File: config.mk
export PLATFORM = sky130hd
export DESIGN_NAME = fetch_stage1
export DESIGN_NICKNAME = d
export VERILOG_FILES = /design/src/rtl/mips_pkg.sv /design/src/rtl/fetch_stage1_if_id_reg.sv /design/src/rtl/fetch_stage1.sv
export SDC_FILE = /design/constraint.sdc
export NUM_CORES = 1
export LEC_CHECK = 0
export ABC_AREA = 1
export CAP_MARGIN = 20
export CELL_PAD_IN_SITES_DETAIL_PLACEMENT = 2
export CELL_PAD_IN_SITES_GLOBAL_PLACEMENT = 2
export CORE_ASPECT_RATIO = 1.2
export CORE_UTILIZATION = 29
export CTS_CLUSTER_DIAMETER = 30
export DETAILED_ROUTE_END_ITERATION = 8
export HOLD_SLACK_MARGIN = 0.15
export PLACE_DENSITY_LB_ADDON = 0.1
export SLEW_MARGIN = 20
export SYNTH_ARGS = -nofsm -noshare
export SYNTH_HDL_FRONTEND = slang
export SYNTH_SLANG_ARGS = --single-unit
File: constraint.sdc
create_clock -name clk -period 3.1 [get_ports clk]
set_input_delay 0.465 -clock clk [delete_from_list [all_inputs] [get_ports clk]]
set_output_delay 0.465 -clock clk [all_outputs]
set_load 0.01 [all_outputs]
File: src/rtl/mips_pkg.sv
// Shared definitions for the MIPS-style front end.
//   OP_RTYPE          : opcode of register-format instructions
//   NOP_WORD_DEFAULT  : instruction word used for a pipeline bubble
//   *_MSB / *_LSB     : instruction field bit positions
//   fetch_state_t     : fetch controller state encoding (2-bit)
package mips_pkg;

  localparam logic [5:0]  OP_RTYPE         = 6'h00;
  localparam logic [31:0] NOP_WORD_DEFAULT = 32'h0000_0000;

  localparam int unsigned OP_MSB = 31;
  localparam int unsigned OP_LSB = 26;
  localparam int unsigned RS_MSB = 25;
  localparam int unsigned RS_LSB = 21;
  localparam int unsigned RT_MSB = 20;
  localparam int unsigned RT_LSB = 16;
  localparam int unsigned RD_MSB = 15;
  localparam int unsigned RD_LSB = 11;

  typedef enum logic [1:0] {
    FETCH = 2'd0,
    HOLD  = 2'd1,
    DROP  = 2'd2
  } fetch_state_t;

endpackage

File: src/rtl/fetch_stage1_if_id_reg.sv
// IF/ID pipeline register.
//   clk, rst          : clock, synchronous active-high reset
//   load              : capture d_instr/d_pc as a valid instruction
//   flush             : insert a bubble (wins over load)
//   d_instr, d_pc     : incoming instruction word and its PC
//   valid, instr, pc, pc_plus4 : registered IF/ID contents
// With neither load nor flush asserted the register holds.
module if_id_reg
  import mips_pkg::*;
#(
  parameter logic [31:0] NOP_WORD = NOP_WORD_DEFAULT
) (
  input  logic        clk,
  input  logic        rst,
  input  logic        load,
  input  logic        flush,
  input  logic [31:0] d_instr,
  input  logic [31:0] d_pc,
  output logic        valid,
  output logic [31:0] instr,
  output logic [31:0] pc,
  output logic [31:0] pc_plus4
);

  always_ff @(posedge clk) begin
    if (rst || flush) begin
      valid    <= 1'b0;
      instr    <= NOP_WORD;
      pc       <= '0;
      pc_plus4 <= '0;
    end else if (load) begin
      valid    <= 1'b1;
      instr    <= d_instr;
      pc       <= d_pc;
      pc_plus4 <= d_pc + 32'd4;
    end
  end

endmodule

File: src/rtl/fetch_stage1.sv
// Stage-1 instruction fetch with IF/ID register and stage-2 address decode.
//   clk, rst                  : clock, synchronous active-high reset
//   imem_req/imem_addr        : one-outstanding fetch request to instruction memory
//   imem_rvalid/imem_rdata    : fetch response (may arrive in the request cycle)
//   stall                     : hazard-unit hold of PC and IF/ID
//   redirect/redirect_pc      : taken branch/jump; flushes and reloads the PC
//   id_valid/id_instr/id_pc/id_pc_plus4 : IF/ID contents
//   rs_addr/rt_addr/wd_addr/r_enable    : register-file decode from IF/ID
module fetch_stage1
  import mips_pkg::*;
#(
  parameter logic [31:0] RESET_PC = 32'h0000_0000,
  parameter logic [31:0] NOP_WORD = NOP_WORD_DEFAULT
) (
  input  logic        clk,
  input  logic        rst,
  output logic        imem_req,
  output logic [31:0] imem_addr,
  input  logic        imem_rvalid,
  input  logic [31:0] imem_rdata,
  input  logic        stall,
  input  logic        redirect,
  input  logic [31:0] redirect_pc,
  output logic        id_valid,
  output logic [31:0] id_instr,
  output logic [31:0] id_pc,
  output logic [31:0] id_pc_plus4,
  output logic [4:0]  rs_addr,
  output logic [4:0]  rt_addr,
  output logic [4:0]  wd_addr,
  output logic        r_enable
);

  fetch_state_t state_q, state_d;
  logic [31:0]  pc_q, pc_d;
  logic [31:0]  drop_addr_q, drop_addr_d;
  logic [31:0]  skid_instr_q, skid_instr_d;
  logic [31:0]  skid_pc_q, skid_pc_d;

  logic         id_load, id_flush;
  logic [31:0]  id_src_instr, id_src_pc;
  logic [31:0]  pc_plus4;

  assign pc_plus4 = pc_q + 32'd4;

  // State register: FSM state, PC, stale drop address and skid buffer.
  always_ff @(posedge clk) begin
    if (rst) begin
      state_q      <= FETCH;
      pc_q         <= RESET_PC;
      drop_addr_q  <= RESET_PC;
      skid_instr_q <= NOP_WORD;
      skid_pc_q    <= '0;
    end else begin
      state_q      <= state_d;
      pc_q         <= pc_d;
      drop_addr_q  <= drop_addr_d;
      skid_instr_q <= skid_instr_d;
      skid_pc_q    <= skid_pc_d;
    end
  end

  // Next-state logic. Redirect is checked first in every state.
  always_comb begin
    state_d      = state_q;
    pc_d         = pc_q;
    drop_addr_d  = drop_addr_q;
    skid_instr_d = skid_instr_q;
    skid_pc_d    = skid_pc_q;
    id_load      = 1'b0;
    id_flush     = 1'b0;
    id_src_instr = imem_rdata;
    id_src_pc    = pc_q;

    case (state_q)
      FETCH: begin
        if (redirect) begin
          pc_d     = redirect_pc;
          id_flush = 1'b1;
          // Request still in flight: keep presenting the old address until
          // its response is consumed and thrown away.
          if (!imem_rvalid) begin
            drop_addr_d = pc_q;
            state_d     = DROP;
          end
        end else if (imem_rvalid) begin
          pc_d = pc_plus4;
          if (stall) begin
            skid_instr_d = imem_rdata;
            skid_pc_d    = pc_q;
            state_d      = HOLD;
          end else begin
            id_load = 1'b1;
          end
        end else if (!stall) begin
          id_flush = 1'b1;
        end
      end

      HOLD: begin
        if (redirect) begin
          skid_instr_d = NOP_WORD;
          skid_pc_d    = '0;
          pc_d         = redirect_pc;
          id_flush     = 1'b1;
          state_d      = FETCH;
        end else if (!stall) begin
          id_load      = 1'b1;
          id_src_instr = skid_instr_q;
          id_src_pc    = skid_pc_q;
          state_d      = FETCH;
        end
      end

      DROP: begin
        id_flush = 1'b1;
        if (redirect) begin
          pc_d = redirect_pc;
        end
        if (imem_rvalid) begin
          state_d = FETCH;
        end
      end

      default: begin
        state_d = FETCH;
      end
    endcase
  end

  // Memory request outputs.
  always_comb begin
    imem_req  = !rst && (state_q != HOLD);
    imem_addr = (state_q == DROP) ? drop_addr_q : pc_q;
  end

  if_id_reg #(
    .NOP_WORD (NOP_WORD)
  ) u_if_id (
    .clk      (clk),
    .rst      (rst),
    .load     (id_load),
    .flush    (id_flush),
    .d_instr  (id_src_instr),
    .d_pc     (id_src_pc),
    .valid    (id_valid),
    .instr    (id_instr),
    .pc       (id_pc),
    .pc_plus4 (id_pc_plus4)
  );

  // Decode is taken from IF/ID only; a bubble holds NOP_WORD.
  assign rs_addr  = id_instr[RS_MSB:RS_LSB];
  assign rt_addr  = id_instr[RT_MSB:RT_LSB];
  assign wd_addr  = (id_instr[OP_MSB:OP_LSB] == OP_RTYPE) ? id_instr[RD_MSB:RD_LSB]
                                                           : id_instr[RT_MSB:RT_LSB];
  assign r_enable = id_valid;

endmodule
# Word-level counts from Yosys, hierarchy flattened
# Index checks and enable logic that the tools add are counted.
[word_totals] ff_bits=227 inputBits=69 out_inout_bits=146 word_cells=72
[op_classes] addsub=2 n_eq_ne=12 mux=36 n_bitwise=1 n_reduce_logical=12
[op_table] op="32-bit 2-to-1 mux" count=15
[op_table] op="32-bit one-hot mux with 2 select lines" count=3
[op_table] op="32-bit by 3-bit adder with 32-bit output, second input constant" count=2
[op_table] op="2-bit 2-to-1 mux" count=7
[op_table] op="3-bit inequality test, second input constant" count=4
[op_table] op="2-bit inequality test, second input constant" count=4
[op_table] op="1-bit 2-to-1 mux" count=7
[op_table] op="6-bit logical NOT" count=1
[op_table] op="2-bit one-hot mux with 3 select lines" count=1
[op_table] op="3-bit AND reduction" count=2
[op_table] op="5-bit 2-to-1 mux" count=1
[op_table] op="5-bit AND reduction" count=1
[op_table] op="2-bit by 1-bit inequality test with 1-bit output, second input constant" count=2
[op_table] op="4-bit AND reduction" count=1
[op_table] op="2-bit nonzero test" count=2
[op_table] op="1-bit one-hot mux with 3 select lines" count=1
[op_table] op="2-bit by 1-bit equality test with 1-bit output, second input constant" count=1
[op_table] op="2-bit equality test, second input constant" count=1
[op_table] op="2-bit logical NOT" count=1
[op_table] op="1-bit one-hot mux with 2 select lines" count=1
[op_table] op="2-bit OR reduction" count=1
[op_table] op="1-bit logical AND" count=1
[op_table] op="1-bit logical NOT" count=1
[op_table] op="1-bit logical OR" count=1
[op_table] op="1-bit inverter" count=1

# Longest topological paths before layout
# Gate-level depths: netlist of run 1.
[depth] depth_word=5 depth_mapped=17 ltp_nobuf=16

# By module
# From an unflattened synthesis of run 1, not the netlist that was laid out.
[unflattened] cells_unflattened=1924 hier_area_um2=12064.1
[modules_own_cells] mod="fetch_stage1" n_inst=1 cells_each=1309 area_per_inst_um2=7915.1 seq_area_each_um2=2602.5
[modules_own_cells] mod="if_id_reg" n_inst=1 cells_each=615 area_per_inst_um2=4149.0 seq_area_each_um2=1901.8

# Least setup slack after synthesis of run 1
# Ideal clock, no wire load.
[synth_path] path_type="register to register" start="register state_q[1]" end="register u_if_id.pc_plus4[18]" setup_time_ps=113 arrival_ps=2081 required_time_ps=2987 path_slack_ps=906 path_stages_with_launch=17 n_path_buf=1 synth_period_minus_slack_ps=2194 path_cell_list="dfxtp_1 inv_1 ha_1 nand2_8 inv_6 buf_12 o21ai_4 ha_1 nand3_2 inv_1 nand2_4 nor2_4 nand2_2 nand2_1 nand2_1 o21ai_1 inv_1"
[synth_between] elab_chain_len=3 elab_cells_between_ends=8 cone_classes="add/sub: 1; eq/ne: 2; mux: 3; reduce/logical: 2"
[synth_lines] item="from (decl)" line_no="fetch_stage1.sv:34" source="fetch_state_t state_q, state_d;"
[synth_lines] item="from (signal assigned)" line_no="fetch_stage1.sv:55" source="state_q <= state_d;"
[synth_lines] item="2-bit by 1-bit equality test with 1-bit output" line_no="fetch_stage1.sv:75" source="case (state_q)"
[synth_lines] item="32-bit 2-to-1 mux" line_no="fetch_stage1.sv:75"
[synth_lines] item="via id_src_pc[2]" line_no="fetch_stage1.sv:41" source="logic [31:0] id_src_instr, id_src_pc;"
[synth_lines] item="32-bit by 3-bit adder with 32-bit output" line_no="fetch_stage1_if_id_reg.sv:35" source="pc_plus4 <= d_pc + 32'd4;"
[synth_lines] item="to (signal assigned)" line_no="fetch_stage1_if_id_reg.sv:35"
[synth_lines] item="to (decl)" line_no="fetch_stage1_if_id_reg.sv:22" source="output logic [31:0] pc_plus4"
# The timed path passes the listed nets, and every way through them passes these cells.
# A chain may end at the register's enable or synchronous reset.

# Worst setup path in the final report of run 1
[layout_path] start="register state_q[0]" end="output port imem_addr[15]"
[layout_between] elab_chain_len=2
[layout_lines] item="2-bit equality test" line_no="fetch_stage1.sv:134" source="imem_addr = (state_q == DROP) ? drop_addr_q : pc_q;"
[layout_lines] item="32-bit 2-to-1 mux" line_no="fetch_stage1.sv:134"
[layout_lines] item="to (decl)" line_no="fetch_stage1.sv:18" source="output logic [31:0] imem_addr,"
# Every way passes these cells.

==> flow_metrics.tcl, run 1 <==
set metrics [dict create \
    hp-start "stall" \
    swShare_pct 32.60 \
    synth_area_sq_mm 0.01205 \
    nFillCells 4760 \
    die_h_um 225.3 \
    avgRoutedWirePerCell_um 19.79 \
    worstReg2RegEnd "u_if_id.instr[14]" \
    setup_tns_ps 0 \
    place_inst 2488 \
    multiInputGateArea_sq_mm 0.006529 \
    dp_hpwl_mm 36.56 \
    setup_viol 0 \
    drtPass1Iterations 4 \
    grt_usage_pct 24.24 \
    arrival_ps 2480 \
    startpoint_type "register" \
    clkSlewWorstSetupHoldPaths_ps 50 \
    synth_edf_count 0 \
    peakVddDrop_v 0.0004649 \
    ys_types 50 \
    hold_viol 0 \
    p_leak_uw 0.006546 \
    min_period_ps 2945 \
    clkPwrFrac_pct 49.6 \
    hold_path.class "input pin to register" \
    status "complete, no violations" \
    htree_levels 2 \
    ant_nets 0 \
    regArea_sq_mm 0.004504 \
    r2r-start "state_q[1]" \
    relSlewSlack_pct 53.70 \
    drc 0 \
    yosys_most_used_dff "dfxtp_1" \
    cts-buffers-inserted 61 \
    syn_area_per_cell_sq_um 6.624 \
    ioPinCount 215 \
    yosysTopAreaCellShare_pct 37.38 \
    dieArea_sq_mm 0.04237 \
    die_x_um 188.1 \
    max_cap_viol_count 0 \
    grt_pass1_vias 14570 \
    p_total_uw 12980 \
    drt_iter0_drc 507 \
    cp.required_ps 2630 \
    routed_via_density 5.140 \
    wirelength_mm 51.40 \
    reg2regPathDepth 12 \
    numClockSinks 225 \
    clock_path_buffers 3 \
    finalNonFillerCells 2597 \
    coreArea_sq_mm 0.04084 \
    synth-seq-area-share_pct 37.38 \
    cts_tree "yes" \
    p_int_uw 8747 \
    rsz0062_at_grt "false" \
    grt.overflow.total 0 \
    ys_warn_count 0 \
    yosysMostFrequentCell "nand2_1" \
    critical_path_class "register to output pin" \
    min_path_cells 5 \
    crit_fanout 17 \
    clock_latency_ps 620 \
    synth_cells 1819 \
    ys_ff_latch 225 \
    combPwrFrac_pct 22.6 \
    post_dp_cell_area_sq_mm 0.01467 \
    grt_max_degree 69 \
    vias 13350 \
    slew_viol_final 0 \
    gp_congestion 0.8771 \
    clock.fmax_mhz 339.5 \
    drive_above_1_share_pct 10.45 \
    tightest_slew_ps 693.7 \
    min_to "skid_pc_q[20]" \
    layout.nets 2087 \
    r2r_slack_ps 410 \
    skew_ps 20.78 \
    seq_power_share_pct 27.7 \
    synthArstFlopShare_pct 0 \
    cts_hold_buffers 0 \
    syn2layout_area_growth_pct 39.54 \
    io_buffer_count 214 \
    synthTopCellsByArea "dfxtp_1, nand2_1, nor2_1, a21oi_1, o21ai_0" \
    grt_pass1_wl_mm 80.55 \
    syn_nets 1894 \
    final_cell_area_sq_mm 0.01681 \
    postCtsSetupBuffers 0 \
    row_count 81 \
    synth.top_cells.by_count "nand2_1, nor2_1, dfxtp_1, a21oi_1, o21ai_0" \
    grt_antenna_before_repair 2 \
    period_share_pct 95.01 \
    ctsRootBufferMaster "clkbuf_16" \
    start_util_pct 29.50 \
    synth_top_cell_by_area "dfxtp_1" \
    endpoint_kind "output pin" \
    power.density_mw_per_mm2 771.8 \
    p_sw_uw 4230 \
]
-- power groups by stage --
stage / logic [uW] / registers (uW) / clock network [uW]
6_report: 2940 / 3600 / 6440
5_1_grt: 3250 / 3640 / 6700
4_1_cts: 2990 / 3590 / 6560
3_5_place_dp: 2920 / 3640 / 0
3_3_place_gp: 2830 / 3620 / 0
2_1_floorplan: 1800 / 3490 / 0
-- worst max-delay path by stage --
stage / to / cells after the start / from
final: imem_addr[15] / 7 / state_q[0]
after global routing: imem_addr[15] / 7 / state_q[0]
after CTS: imem_addr[8] / 6 / state_q[0]
after detailed placement: u_if_id.pc_plus4[14] / 16 / redirect
after global placement: u_if_id.pc_plus4[18] / 16 / redirect
after floorplan: u_if_id.pc_plus4[18] / 16 / state_q[1]
-- cell type report --
class                           count  area share (%)
Tap cell                          539           4.011
Antenna cell                        1         0.01488
Clock inverter                     27           2.366
Timing Repair Buffer              261           15.31
Multi-Input combinational cell   1358           38.83
Sequential cell                   225           26.79
Clock buffer                       81           10.30
Inverter                          105           2.374
-- registers in the layout, indices dropped and copies added (netlist names) --
signal	flops
skid_instr_q	32
pc_q	32
skid_pc_q	32
u_if_id.valid	1
state_q	2
u_if_id.instr	32
u_if_id.pc_plus4	32
u_if_id.pc	30
drop_addr_q	32
-- critical path: stages, from the launching register on --
cell and delay, ps:
dfxtp_1 320, inv_1 160, ha_4 310, buf_4 230, nand2_1 70, o21ai_0 80
buf_4 160, clkdlybuf4s50_1 530
-- repair_timing --
| item | in CTS | in global routing |
|---|---|---|
| resized for setup | 1 | 0 |
| endpoints found under the setup margin | 5 | 0 |
| endpoints found under the hold margin | 0 | 0 |
-- kinds of logic after synthesis --
family	share of synthesized area, %
AND/OR/NAND/NOR	31.13
adder cells (fa/ha/maj)	0.6230
buffers and inverters	8.795
AO/OA/AOI/OAI	20.15
flip-flops	37.38
XOR/XNOR	0.2908
multiplexers	1.630
-- through the flow --
stage / utilization (%) / setup WS, ps / hold WS [ps]
after detailed placement: 35.92 / 124.5 / 469.3
final: 41.17 / 154.6 / 362.8
after global routing: 41.17 / 5.044 / 414.5
after CTS: 41.16 / 62.87 / 347.7
after floorplan: - / 905.5 / 445.3
after global placement: 35.92 / 225.7 / 451.2
-- layout by cell type (no fill, tap or decap), types with 16 or more instances in the layout --
| master | count |
|---|---|
| nand3_1 | 67 |
| nor3_1 | 32 |
| dfxtp_1 | 225 |
| clkdlybuf4s50_1 | 212 |
| a211oi_1 | 55 |
| inv_1 | 99 |
| a21oi_1 | 167 |
| nand2_2 | 16 |
| clkbuf_16 | 61 |
| nor2_1 | 231 |
| nand2_1 | 508 |
| o21ai_0 | 131 |
| o21a_1 | 16 |
| a31oi_1 | 21 |
| buf_4 | 41 |
-- per-layer routing --
layer  routed length (um)  vias up  track usage, %
met2                26400      264           44.32
met5                    0        -               0
met3                 1622       87           3.628
li1                     -     6408               -
met4                 1577        0           8.996
met1                21790     6590           28.35
Note: power is estimated with default switching activity, not from simulation.
==> run 2, diff against run 1 <==
Settings changed: CTS_CLUSTER_DIAMETER 30 to default.
==> flow_metrics.tcl, run 2 (synthesis results as in run 1) <==
set metrics [dict create \
    final_common_cell "nand2_1" \
    ctsRootBufferMaster "clkbuf_16" \
    coreArea_sq_mm 0.04084 \
    met2_usage_pct 42.24 \
    cp.required_ps 2630 \
    htree_levels 1 \
    rsz0062_at_grt "false" \
    gp_congestion 0.8771 \
    cts_tree "yes" \
    clkPwrFrac_pct 33.3 \
    drive_above_1_share_pct 7.954 \
    clock.fmax_mhz 350.3 \
    crit_fanout 17 \
    status "complete, no violations" \
    worst-path-buf-inv 4 \
    io_buffer_count 214 \
    swShare_pct 36.31 \
    routed_via_density 5.121 \
    row_count 81 \
    arrival_ps 2390 \
    grt_max_degree 69 \
    crit_family "buffers and inverters" \
    drtPass1Iterations 5 \
    dieArea_sq_mm 0.04237 \
    start_util_pct 29.50 \
    ioPinCount 215 \
    utilization_pct 38.13 \
    wirelength_mm 49.30 \
    drc 0 \
    vias 13000 \
    die_h_um 225.3 \
    p_int_uw 6185 \
    relSlewSlack_pct 52.07 \
    numClockSinks 225 \
    grt_pass1_vias 13850 \
    ant_nets 0 \
    critical_path_class "register to output pin" \
    crit_top_cell "buf_4" \
    cpPeakStageDelay_ps 530 \
    grt.overflow.total 0 \
    max_cap_viol_count 0 \
    startpoint_type "register" \
    r2r_slack_ps 440 \
    power.density_mw_per_mm2 623.7 \
    min_period_ps 2855 \
    clock_latency_ps 550 \
    post_dp_cell_area_sq_mm 0.01467 \
    period_share_pct 92.10 \
    setup_viol 0 \
    skew_ps 11.43 \
    peakVddDrop_v 0.0004436 \
    hold_path.class "input pin to register" \
    final_cell_mix "nand2_1, nor2_1, dfxtp_1" \
    grt_pass1_wl_mm 77.29 \
    syn2layout_area_growth_pct 29.24 \
    die_x_um 188.1 \
    antenna_cells 0 \
    grt_antenna_before_repair 1 \
    layout.nets 2053 \
    cts_hold_buffers 0 \
    slew_viol_final 0 \
    drt_iter0_drc 471 \
    use_met1_pct 27.93 \
    slowest_stage "clkdlybuf4s50_1" \
    top_usage_layer "met2" \
    grt_usage_pct 23.05 \
    p_leak_uw 0.005949 \
    p_total_uw 9712 \
    hold_slack_ps 415.8 \
    tightest_slew_ps 718.2 \
    nFillCells 4866 \
    clock_path_buffers 3 \
    setup_tns_ps 0 \
    seq_power_share_pct 36.9 \
    cts-buffers-inserted 27 \
    avgRoutedWirePerCell_um 19.42 \
    grt_use_met3_pct 2.305 \
    clkSlewWorstSetupHoldPaths_ps 60 \
    dp_hpwl_mm 36.56 \
    endpoint_kind "output pin" \
    worstPathCellList "inv_1 > ha_4 > buf_4 > nand2_1 > o21ai_0 > buf_4 > clkdlybuf4s50_1" \
    combPwrFrac_pct 29.9 \
    final_cell_area_sq_mm 0.01557 \
    hold_viol 0 \
    p_sw_uw 3527 \
]
==> run 2: changes by cell type in the layout (fill, tap and decap cells not counted), sizes merged <==
| cell | delta |
|---|---|
| clkinv | -9 |
| diode | -1 |
| inv | +1 |
| bufinv | -5 |
| clkbuf | -43 |
| clkinvlp | -2 |
==> run 2: path summary, 6_finish.rpt <==
kind         cells after the start           endpoint      startpoint
max                              7      imem_addr[15]      state_q[0]
min                              5      skid_pc_q[20]           stall
max reg2reg                     12  u_if_id.instr[25]      state_q[1]
min reg2reg                      2     u_if_id.pc[30]  u_if_id.pc[30]
==> run 2: worst reg2reg max path: stages, from the launching register on <==
cell	delay, ps
dfxtp_1	360
inv_1	100
ha_1	280
buf_4	300
inv_1	90
o21ai_1	180
nand2_4	240
inv_2	110
buf_4	360
o21ai_0	170
a31oi_1	210
a21oi_1	80
nor2_1	90
==> run 2: per-layer routing <==
metal | vias to the layer above | share of wire [%]
met5 | - | 0
met4 | 0 | 3.0
met3 | 65 | 3.1
met2 | 217 | 51
met1 | 6389 | 43
li1 | 6327 | -
==> run 2: what timing repair did <==
item	in CTS	in global routing
setup buffers	0	0
endpoints found under the setup margin	1	0
gates resized for setup	1	0
==> run 2: area by class of cell <==
class | instances | area, sq um | area share (%)
clock buffer | 38 | 777.0 | 4.990
clock inverter | 12 | 113.9 | 0.7312
inverter | 105 | 399.1 | 2.563
multi-input combinational | 1358 | 6529 | 41.93
sequential | 225 | 4504 | 28.93
tap | 539 | 674.4 | 4.331
timing repair buffer | 261 | 2575 | 16.54
==> run 2: power groups by stage <==
stage / Combinational [uW] / Clock [uW] / Sequential [uW]
after floorplan: 1800 / 0 / 3490
after global placement: 2830 / 0 / 3620
after detailed placement: 2920 / 0 / 3640
after CTS: 2960 / 3340 / 3580
after global routing: 3220 / 3440 / 3620
final: 2900 / 3230 / 3580
==> run 2: through the flow <==
stage | instances | setup WS [ps]
2_1_floorplan | 1819 | 905.5
3_3_place_gp | 2488 | 225.7
3_5_place_dp | 2488 | 124.5
4_1_cts | 2538 | 143.2
5_1_grt | 2538 | 98.64
6_report | 2538 | 244.9
